==> src/rtl/core_ctrl_axi_master.sv <==
// core_ctrl_axi_master
// AXI4-Lite master that turns single valid/ready register requests from a CPU
// port into AW/W/B or AR/R transactions against the core-management register
// block. One transaction is outstanding at a time. Completion is reported as a
// one-cycle resp_valid pulse carrying read data and an error flag.
//
// state        | meaning
// -------------+-----------------------------------------------------------
// IDLE         | req_ready high, waiting for a request
// WR_ADDR_DATA | awvalid/wvalid driven, each drops after its own handshake
// WR_RESP      | bready high, waiting for bvalid
// RD_ADDR      | arvalid driven, waiting for arready
// RD_DATA      | rready high, waiting for rvalid
// RESP         | resp_valid pulse, back to IDLE next cycle

module core_ctrl_axi_master #(
    parameter int ADDR_W = 32,
    parameter int DATA_W = 32
) (
    input  logic                clk,
    input  logic                rst,

    input  logic                req_valid,
    output logic                req_ready,
    input  logic                req_we,
    input  logic [ADDR_W-1:0]   req_addr,
    input  logic [DATA_W-1:0]   req_wdata,
    output logic                resp_valid,
    output logic [DATA_W-1:0]   resp_rdata,
    output logic                resp_err,
    output logic                busy,

    output logic                awvalid,
    input  logic                awready,
    output logic [ADDR_W-1:0]   awaddr,

    output logic                wvalid,
    input  logic                wready,
    output logic [DATA_W-1:0]   wdata,
    output logic [DATA_W/8-1:0] wstrb,

    input  logic                bvalid,
    output logic                bready,
    input  logic [1:0]          bresp,

    output logic                arvalid,
    input  logic                arready,
    output logic [ADDR_W-1:0]   araddr,

    input  logic                rvalid,
    output logic                rready,
    input  logic [DATA_W-1:0]   rdata,
    input  logic [1:0]          rresp
);

    typedef enum logic [2:0] {
        IDLE         = 3'd0,
        WR_ADDR_DATA = 3'd1,
        WR_RESP      = 3'd2,
        RD_ADDR      = 3'd3,
        RD_DATA      = 3'd4,
        RESP         = 3'd5
    } state_t;

    state_t              state_q;
    logic                req_ready_q;
    logic                busy_q;
    logic                resp_valid_q;
    logic [DATA_W-1:0]   resp_rdata_q;
    logic                resp_err_q;
    logic                awvalid_q;
    logic                wvalid_q;
    logic                bready_q;
    logic                arvalid_q;
    logic                rready_q;
    logic                aw_done_q;
    logic                w_done_q;
    logic [ADDR_W-1:0]   addr_q;
    logic [DATA_W-1:0]   wdata_q;

    logic aw_hs;
    logic w_hs;
    logic aw_done_d;
    logic w_done_d;

    // Handshake strobes and "done including this cycle" flags for the write phase.
    assign aw_hs     = awvalid_q & awready;
    assign w_hs      = wvalid_q & wready;
    assign aw_done_d = aw_done_q | aw_hs;
    assign w_done_d  = w_done_q | w_hs;

    // Single registered FSM: every output is a flop updated on state transitions,
    // so no valid can depend combinationally on a ready.
    always_ff @(posedge clk) begin
        if (rst) begin
            state_q      <= IDLE;
            req_ready_q  <= 1'b1;
            busy_q       <= 1'b0;
            resp_valid_q <= 1'b0;
            resp_rdata_q <= '0;
            resp_err_q   <= 1'b0;
            awvalid_q    <= 1'b0;
            wvalid_q     <= 1'b0;
            bready_q     <= 1'b0;
            arvalid_q    <= 1'b0;
            rready_q     <= 1'b0;
            aw_done_q    <= 1'b0;
            w_done_q     <= 1'b0;
            addr_q       <= '0;
            wdata_q      <= '0;
        end else begin
            resp_valid_q <= 1'b0;
            case (state_q)
                IDLE: begin
                    if (req_valid) begin
                        addr_q      <= req_addr;
                        wdata_q     <= req_wdata;
                        req_ready_q <= 1'b0;
                        busy_q      <= 1'b1;
                        if (req_we) begin
                            awvalid_q <= 1'b1;
                            wvalid_q  <= 1'b1;
                            aw_done_q <= 1'b0;
                            w_done_q  <= 1'b0;
                            state_q   <= WR_ADDR_DATA;
                        end else begin
                            arvalid_q <= 1'b1;
                            state_q   <= RD_ADDR;
                        end
                    end
                end
                WR_ADDR_DATA: begin
                    if (aw_hs) begin
                        awvalid_q <= 1'b0;
                        aw_done_q <= 1'b1;
                    end
                    if (w_hs) begin
                        wvalid_q <= 1'b0;
                        w_done_q <= 1'b1;
                    end
                    if (aw_done_d && w_done_d) begin
                        bready_q <= 1'b1;
                        state_q  <= WR_RESP;
                    end
                end
                WR_RESP: begin
                    if (bvalid) begin
                        bready_q     <= 1'b0;
                        resp_valid_q <= 1'b1;
                        resp_err_q   <= (bresp != 2'b00);
                        resp_rdata_q <= '0;
                        busy_q       <= 1'b0;
                        state_q      <= RESP;
                    end
                end
                RD_ADDR: begin
                    if (arready) begin
                        arvalid_q <= 1'b0;
                        rready_q  <= 1'b1;
                        state_q   <= RD_DATA;
                    end
                end
                RD_DATA: begin
                    if (rvalid) begin
                        rready_q     <= 1'b0;
                        resp_valid_q <= 1'b1;
                        resp_err_q   <= (rresp != 2'b00);
                        resp_rdata_q <= rdata;
                        busy_q       <= 1'b0;
                        state_q      <= RESP;
                    end
                end
                RESP: begin
                    req_ready_q <= 1'b1;
                    state_q     <= IDLE;
                end
                default: begin
                    req_ready_q <= 1'b1;
                    busy_q      <= 1'b0;
                    awvalid_q   <= 1'b0;
                    wvalid_q    <= 1'b0;
                    bready_q    <= 1'b0;
                    arvalid_q   <= 1'b0;
                    rready_q    <= 1'b0;
                    state_q     <= IDLE;
                end
            endcase
        end
    end

    assign req_ready  = req_ready_q;
    assign busy       = busy_q;
    assign resp_valid = resp_valid_q;
    assign resp_rdata = resp_rdata_q;
    assign resp_err   = resp_err_q;
    assign awvalid    = awvalid_q;
    assign awaddr     = addr_q;
    assign wvalid     = wvalid_q;
    assign wdata      = wdata_q;
    assign wstrb      = '1;
    assign bready     = bready_q;
    assign arvalid    = arvalid_q;
    assign araddr     = addr_q;
    assign rready     = rready_q;

endmodule

==> config.mk <==
export PLATFORM = sky130hd
export DESIGN_NAME = core_ctrl_axi_master
export DESIGN_NICKNAME = d
export VERILOG_FILES = /design/src/rtl/core_ctrl_axi_master.sv
export SDC_FILE = /design/constraint.sdc
export NUM_CORES = 1
export LEC_CHECK = 0
export ABC_CLOCK_PERIOD_IN_PS = 3600
export BUFFER_PORTS_ARGS = -buffer_cell sky130_fd_sc_hd__buf_2
export CAP_MARGIN = 20
export CORE_MARGIN = 4
export CORE_UTILIZATION = 45
export CTS_BUF_LIST = sky130_fd_sc_hd__clkbuf_8 sky130_fd_sc_hd__clkbuf_16
export CTS_CLUSTER_DIAMETER = 150
export DETAILED_ROUTE_END_ITERATION = 10
export PLACE_DENSITY = 0.9
export SLEW_MARGIN = 5
export SYNTH_ARGS = -nofsm -noshare
export SYNTH_HDL_FRONTEND = slang
export SYNTH_SLANG_ARGS = --single-unit
==> constraint.sdc <==
create_clock -name clk -period 3.6 [get_ports clk]
set_input_delay 0.18 -clock clk [delete_from_list [all_inputs] [get_ports clk]]
set_output_delay 0.18 -clock clk [all_outputs]
set_load 0.005 [all_outputs]
==> flow_metrics.tcl, run 1 <==
set metrics [dict create \
    outcome "completed" \
    cts_sinks 110 \
    cts_root_buffer "clkbuf_8" \
    drt_iter0_drc 183 \
    io_buffers 245 \
    die_y_um 104.6 \
    rows 34 \
    synth_most_common_cell "nand2_1" \
    diodes 0 \
    antenna_found_initial 0 \
    min_path_type "in -> reg" \
    setup_viol 0 \
    synthTopCellsByCount "nand2_1 (131), dfxtp_1 (110), a21oi_1 (77), buf_4 (36), a22o_1 (32)" \
    htreeDepth 3 \
    routed_wl_mm 12.03 \
    final_max_slew_viol_count 0 \
    powerDensity_nw_per_um2 628.6 \
    clkLatencyLatePin_ns 0.36 \
    area_growth_pct 31.03 \
    die_area_um2 10940 \
    syn_area_per_cell_um2 8.709 \
    grt_pass1_wl_mm 18.82 \
    worst_slew_pin_slew_ns 0.8336 \
    io_pins 250 \
    grt-ovfl-total 0 \
    ctsResizeCount 0 \
    ys_seq_area_share_pct 52.46 \
    post-route-drc-count 0 \
    synth_top_area_cell "dfxtp_1" \
    clock_path_buffers 2 \
    startpoint_type "register" \
    final_hold_viol_count 0 \
    cts-buffers-inserted 9 \
    synth_edf_count 0 \
    synth_top_area_share_pct 52.46 \
    rsz0062_at_grt "false" \
    end_kind "register" \
    cts_tree "yes" \
    grt_pass1_vias 3849 \
    period_needed_ns 2.449 \
    ant_nets 0 \
    num_vias 4110 \
    critPathRequiredTime_ns 3.91 \
    synthTopCellsByArea "dfxtp_1 (52%), nand2_1 (12%), a21oi_1 (9.2%)" \
    gp_congestion 0.8401 \
    synth_area_um2 4198 \
    synthCells 482 \
    clk_pin_slew_ns 0.11 \
    leakage_uw 0.002762 \
    critPathKind "reg -> reg" \
    post-route-period-util_pct 68.03 \
    die_width_um 104.6 \
    worst_slack_ns 1.151 \
    core-area_um2 8891 \
    routed_via_density 5.157 \
    hpwlAfterDp_mm 9.063 \
    async_reset_ff_share_pct 0 \
    start_util_pct 47.21 \
    grt_max_degree 77 \
    fmax_ghz 0.4083 \
    ys.flop_type "dfxtp_1" \
    firstDrtPassIters 4 \
    drv_cap 0 \
    grt_use_total_pct 20.78 \
    post_route_cells_drive_above_1_share_pct 39.62 \
    fin_skew_ns 0.01197 \
    dp_slack_ns 1.192 \
    ys_warn_count 0 \
    tns_ns 0 \
    cp.arrival_ns 2.76 \
    cts_setup_buffers 0 \
    synth_cell_types 41 \
    ir_drop_v 0.0003400 \
    final_nets 795 \
    synth_seq_cells 110 \
    fillers 741 \
    crit_fanout 38 \
    wl_per_cell_um 15.09 \
    slew_headroom_pct 44.24 \
    holdBufCountCts 3 \
]
area by class of cell:
class                           instances  area [µm²]  share of cell area (%)
Clock buffer                           10       137.6                   2.502
Clock inverter                          6       97.59                   1.774
Inverter                                5       18.77                  0.3412
Multi-Input combinational cell        302        1568                   28.50
Sequential cell                       110        2202                   40.04
Tap cell                              108       135.1                   2.457
Timing Repair Buffer                  256        1341                   24.39
registers in the layout, indices dropped and copies added (netlist names):
signal and cells:
wdata 32, wvalid 1, resp_valid 1, bready 1, req_ready 1, awvalid 1
rready 1, w_done_q 1, resp_err 1, state_q 3, araddr 32, arvalid 1
resp_rdata 32, aw_done_q 1, busy 1
kinds of logic after synthesis:
kind of cell	count (synthesis)	synth area share (%)
simple gates	165	16.45
buf+inv	73	10.70
other cells	1	0.08933
compound gates	131	19.70
fa+ha+maj	2	0.5960
flops	110	52.46
where the power goes:
part	total (µW)	internal (µW)	switching, µW	leakage, µW
clock network	840	424	416	0.000120
registers	1580	1410	168	0.000896
logic	1040	445	595	0.00175
total	3460	2280	1180	0.00276
placed cells by master (no fill, tap or decap), types with 2 or more instances in the layout:
cell type,count
a22o_1,32
inv_6,3
a21o_1,2
clkbuf_8,10
nor3_1,5
o21ai_0,5
dfxtp_1,110
nand3_1,3
ha_1,2
conb_1,4
bufinv_16,2
dlygate4sd3_1,5
buf_2,245
buf_4,5
nand4_1,2
nand2_1,131
a31oi_1,2
a21oi_1,77
nor2_1,13
inv_1,5
metrics by stage:
stage	instance area, µm²	hold WS [ns]	util (%)	instances	power, µW
6_report	5500	0.02195	61.86	797	3457
5_1_grt	5500	0.001445	61.86	797	3692
3_5_place_dp	5187	0.3931	58.35	775	2632
3_3_place_gp	5187	0.3888	58.35	775	2583
2_1_floorplan	4209	0.3055	-	485	2291
4_1_cts	5453	0.0007541	61.33	794	3472
metal layers:
metal,part of all wire [%],global-route usage (%),wire length (µm)
met2,51,38.05,6181
met4,3.0,8.622,363
met5,0,0,0
met1,37,22.62,4452
met3,8.5,5.672,1027
critical path, cell delays in order, from the launching register on:
cell and delay, ns:
dfxtp_1 0.51, nor2_1 0.53, nand3_2 0.58, buf_4 0.47, nor2_1 0.13, o221a_2 0.19
path summary, 6_finish.rpt:
path / startpoint / endpoint / slack (ns) / cells past startpoint
worst max-delay path: state_q[1] / arvalid / 1.15 / 5
worst min-delay path: rdata[11] / resp_rdata[11] / 0.02 / 2
worst max register to register: state_q[1] / arvalid / 1.15 / 5
worst min register to register: wdata[8] / wdata[8] / 0.46 / 2
(Power assumes the default switching activity.)
==> inputs of run 2 (changes only) <==
- ABC_AREA: unset -> 1
- ABC_CLOCK_PERIOD_IN_PS: 3600 -> 2500
- PLACE_DENSITY: 0.9 -> 0.87
- clock period: 3.6 -> 2.5 ns (I/O delays scaled with it)
==> run 2 against run 1 <==
Critical path depth increased by 3. Worst setup slack got worse by 0.72 ns. Worst hold slack lost 0.011 ns. First-iteration DRC count is 69% higher. Sequential share of layout area shrank 3.6 points. Final cell count is 19% higher. Non-clock buffer count increased by 23. Clock skew rose by 0.0029 ns. Power increased by 50%.
==> flow_metrics.tcl, run 2 <==
set metrics [dict create \
    outcome "completed" \
    final_hold_viol_count 0 \
    ir_drop_v 0.0004149 \
    fmax_ghz 0.4825 \
    wl_per_cell_um 14.76 \
    area_growth_pct 29.16 \
    firstDrtPassIters 4 \
    synthTopCellsByArea "dfxtp_1 (47%), nand3_1 (12%), nand2_1 (10%)" \
    pwr-share-comb_pct 37.2 \
    fin_skew_ns 0.01487 \
    startpoint_type "register" \
    final_cell_mix "buf_2 (245), nand2_1 (124), nand3_1 (115), dfxtp_1 (110), a21oi_1 (75)" \
    die_area_um2 12080 \
    final_nets 921 \
    grt-ovfl-total 0 \
    grt_use_total_pct 21.46 \
    swShare_pct 38.88 \
    cts_root_buffer "clkbuf_8" \
    post-route-period-util_pct 82.91 \
    diodes 0 \
    gp_congestion 0.8758 \
    final_common_cell "buf_2" \
    critPathKind "reg -> reg" \
    drt_iter0_drc 309 \
    grt_pass1_vias 4396 \
    async_reset_ff_share_pct 0 \
    worst_slew_pin_slew_ns 0.7706 \
    synthCells 598 \
    max_stage_delay_ns 0.68 \
    post-route-drc-count 0 \
    path_cells "nor2_8 > nand2_4 > inv_4 > nand2_1 > nand2_2 > inv_2 > nand3_1 > o21ai_1" \
    seq_power_share_pct 43.5 \
    core-area_um2 9955 \
    final_max_slew_viol_count 0 \
    end_kind "register" \
    rsz0062_at_grt "false" \
    die_y_um 109.9 \
    synthTopCellsByCount "nand2_1 (124), nand3_1 (115), dfxtp_1 (110), a21oi_1 (75), buf_4 (40)" \
    synth_top_area_cell "dfxtp_1" \
    synth_top_area_share_pct 47.12 \
    ys.flop_type "dfxtp_1" \
    cts-buffers-inserted 9 \
    ys_seq_area_share_pct 47.12 \
    synth_most_common_cell "nand2_1" \
    critPathRequiredTime_ns 2.77 \
    worst_slack_ns 0.4273 \
    powerDensity_nw_per_um2 858.1 \
    ys_warn_count 0 \
    drv_cap 0 \
    power.total_uw 5179 \
    num_vias 4864 \
    post_route_cells_drive_above_1_share_pct 34.60 \
    clock_path_buffers 2 \
    grt_pass1_wl_mm 21.02 \
    crit_fanout 34 \
    dp_slack_ns 0.5582 \
    final_cells 948 \
    grt_max_degree 70 \
    min_path_type "in -> reg" \
    routed_via_density 5.131 \
    antenna_found_initial 0 \
    synth_area_um2 4673 \
    postLayoutCoreUtil_pct 60.63 \
    slew_headroom_pct 48.57 \
    leakage_uw 0.002906 \
    rows 36 \
    cp.arrival_ns 2.34 \
    p_clk_share_pct 19.3 \
    routed_wl_mm 14.00 \
    synth_cell_types 26 \
    synth_seq_cells 110 \
    die_width_um 109.9 \
    power_switching_uw 2014 \
    cts_tree "yes" \
    clkLatencyLatePin_ns 0.36 \
    p_int_uw 3166 \
    hpwlAfterDp_mm 9.488 \
    start_util_pct 46.95 \
    cts_sinks 110 \
    synth_edf_count 0 \
    setup_viol 0 \
    io_buffers 245 \
    period_needed_ns 2.073 \
    ant_nets 0 \
    syn_area_per_cell_um2 7.815 \
    io_pins 250 \
    placedCellCount 904 \
    crit_path_top_delay_cell "dfxtp_1" \
    tns_ns 0 \
    clk_pin_slew_ns 0.11 \
    htreeDepth 3 \
]
## run 2: cell types whose count changed in the layout (fill, tap and decap cells not counted), moves of 7 or more
cell / delta
a22o_1: -32
dlygate4sd3_1: +23
inv_1: +9
nand2_1: -7
nand3_1: +112
o21ai_1: +29
## run 2: logic make-up (layout without fill, tap and decap cells)
| logic type | Yosys count | in the layout | synth area share (%) |
|---|---|---|---|
| compound gates | 119 | 119 | 13.04 |
| buf+inv | 100 | 314 | 13.57 |
| flops | 110 | 110 | 47.12 |
| other cells | 1 | 4 | 0.08024 |
| simple gates | 266 | 266 | 25.65 |
| fa+ha+maj | 2 | 2 | 0.5354 |
## run 2: metrics by stage
stage,instance area (µm²),hold WS [ns]
floorplan,4684,0.2652
global placement,5577,0.3697
detailed placement,5577,0.3785
CTS,6026,0.0004423
global route,6036,0.009224
finish,6036,0.01138
## run 2: critical path, delay by kind of cell (launching register included)
| family | cells | cell delay [ns] |
|---|---|---|
| flip-flops | 1 | 0.68 |
| AO/OA/AOI/OAI | 1 | 0.17 |
| AND/OR/NAND/NOR | 5 | 0.57 |
| buffers and inverters | 2 | 0.54 |
## run 2: layout make-up
type	count	area (µm²)
Clock buffer	9	123.9
Clock inverter	7	55.05
Fill cell	887	3919
Inverter	19	76.32
Multi-Input combinational cell	391	1848
Sequential cell	110	2202
Tap cell	133	166.4
Timing Repair Buffer	279	1564
## run 2: what timing repair did
action / 4_1_cts / 5_1_grt
hold buffers: 27 / 1
resized for setup: 0 / 0
buffers inserted: 0 / 0
endpoints found under the hold margin: 27 / 1
## run 2: per-layer routing
layer | vias up | part of all wire, % | global-route usage (%)
met5 | - | 0 | 0
met1 | 2253 | 39 | 24.92
met4 | 0 | 1.4 | 5.343
met3 | 19 | 9.1 | 5.931
met2 | 219 | 51 | 38.73
li1 | 2373 | - | -
## run 2: final timing paths
| check | start | end | slack, ns | cells after the start |
|---|---|---|---|---|
| hold reg to reg | bready | bready | 0.46 | 2 |
| setup reg to reg | state_q[1] | resp_rdata[31] | 0.43 | 8 |
| hold / removal | rdata[17] | resp_rdata[17] | 0.01 | 3 |
| setup / recovery | state_q[1] | resp_rdata[31] | 0.43 | 8 |
## run 2: power by group through the flow
stage	Combinational, µW	Sequential, µW	Clock (µW)
after floorplan	1510	2250	0
after global placement	1860	2280	0
after detailed placement	1890	2290	0
after CTS	1930	2250	1030
after global routing	2160	2290	1090
final	1930	2250	997
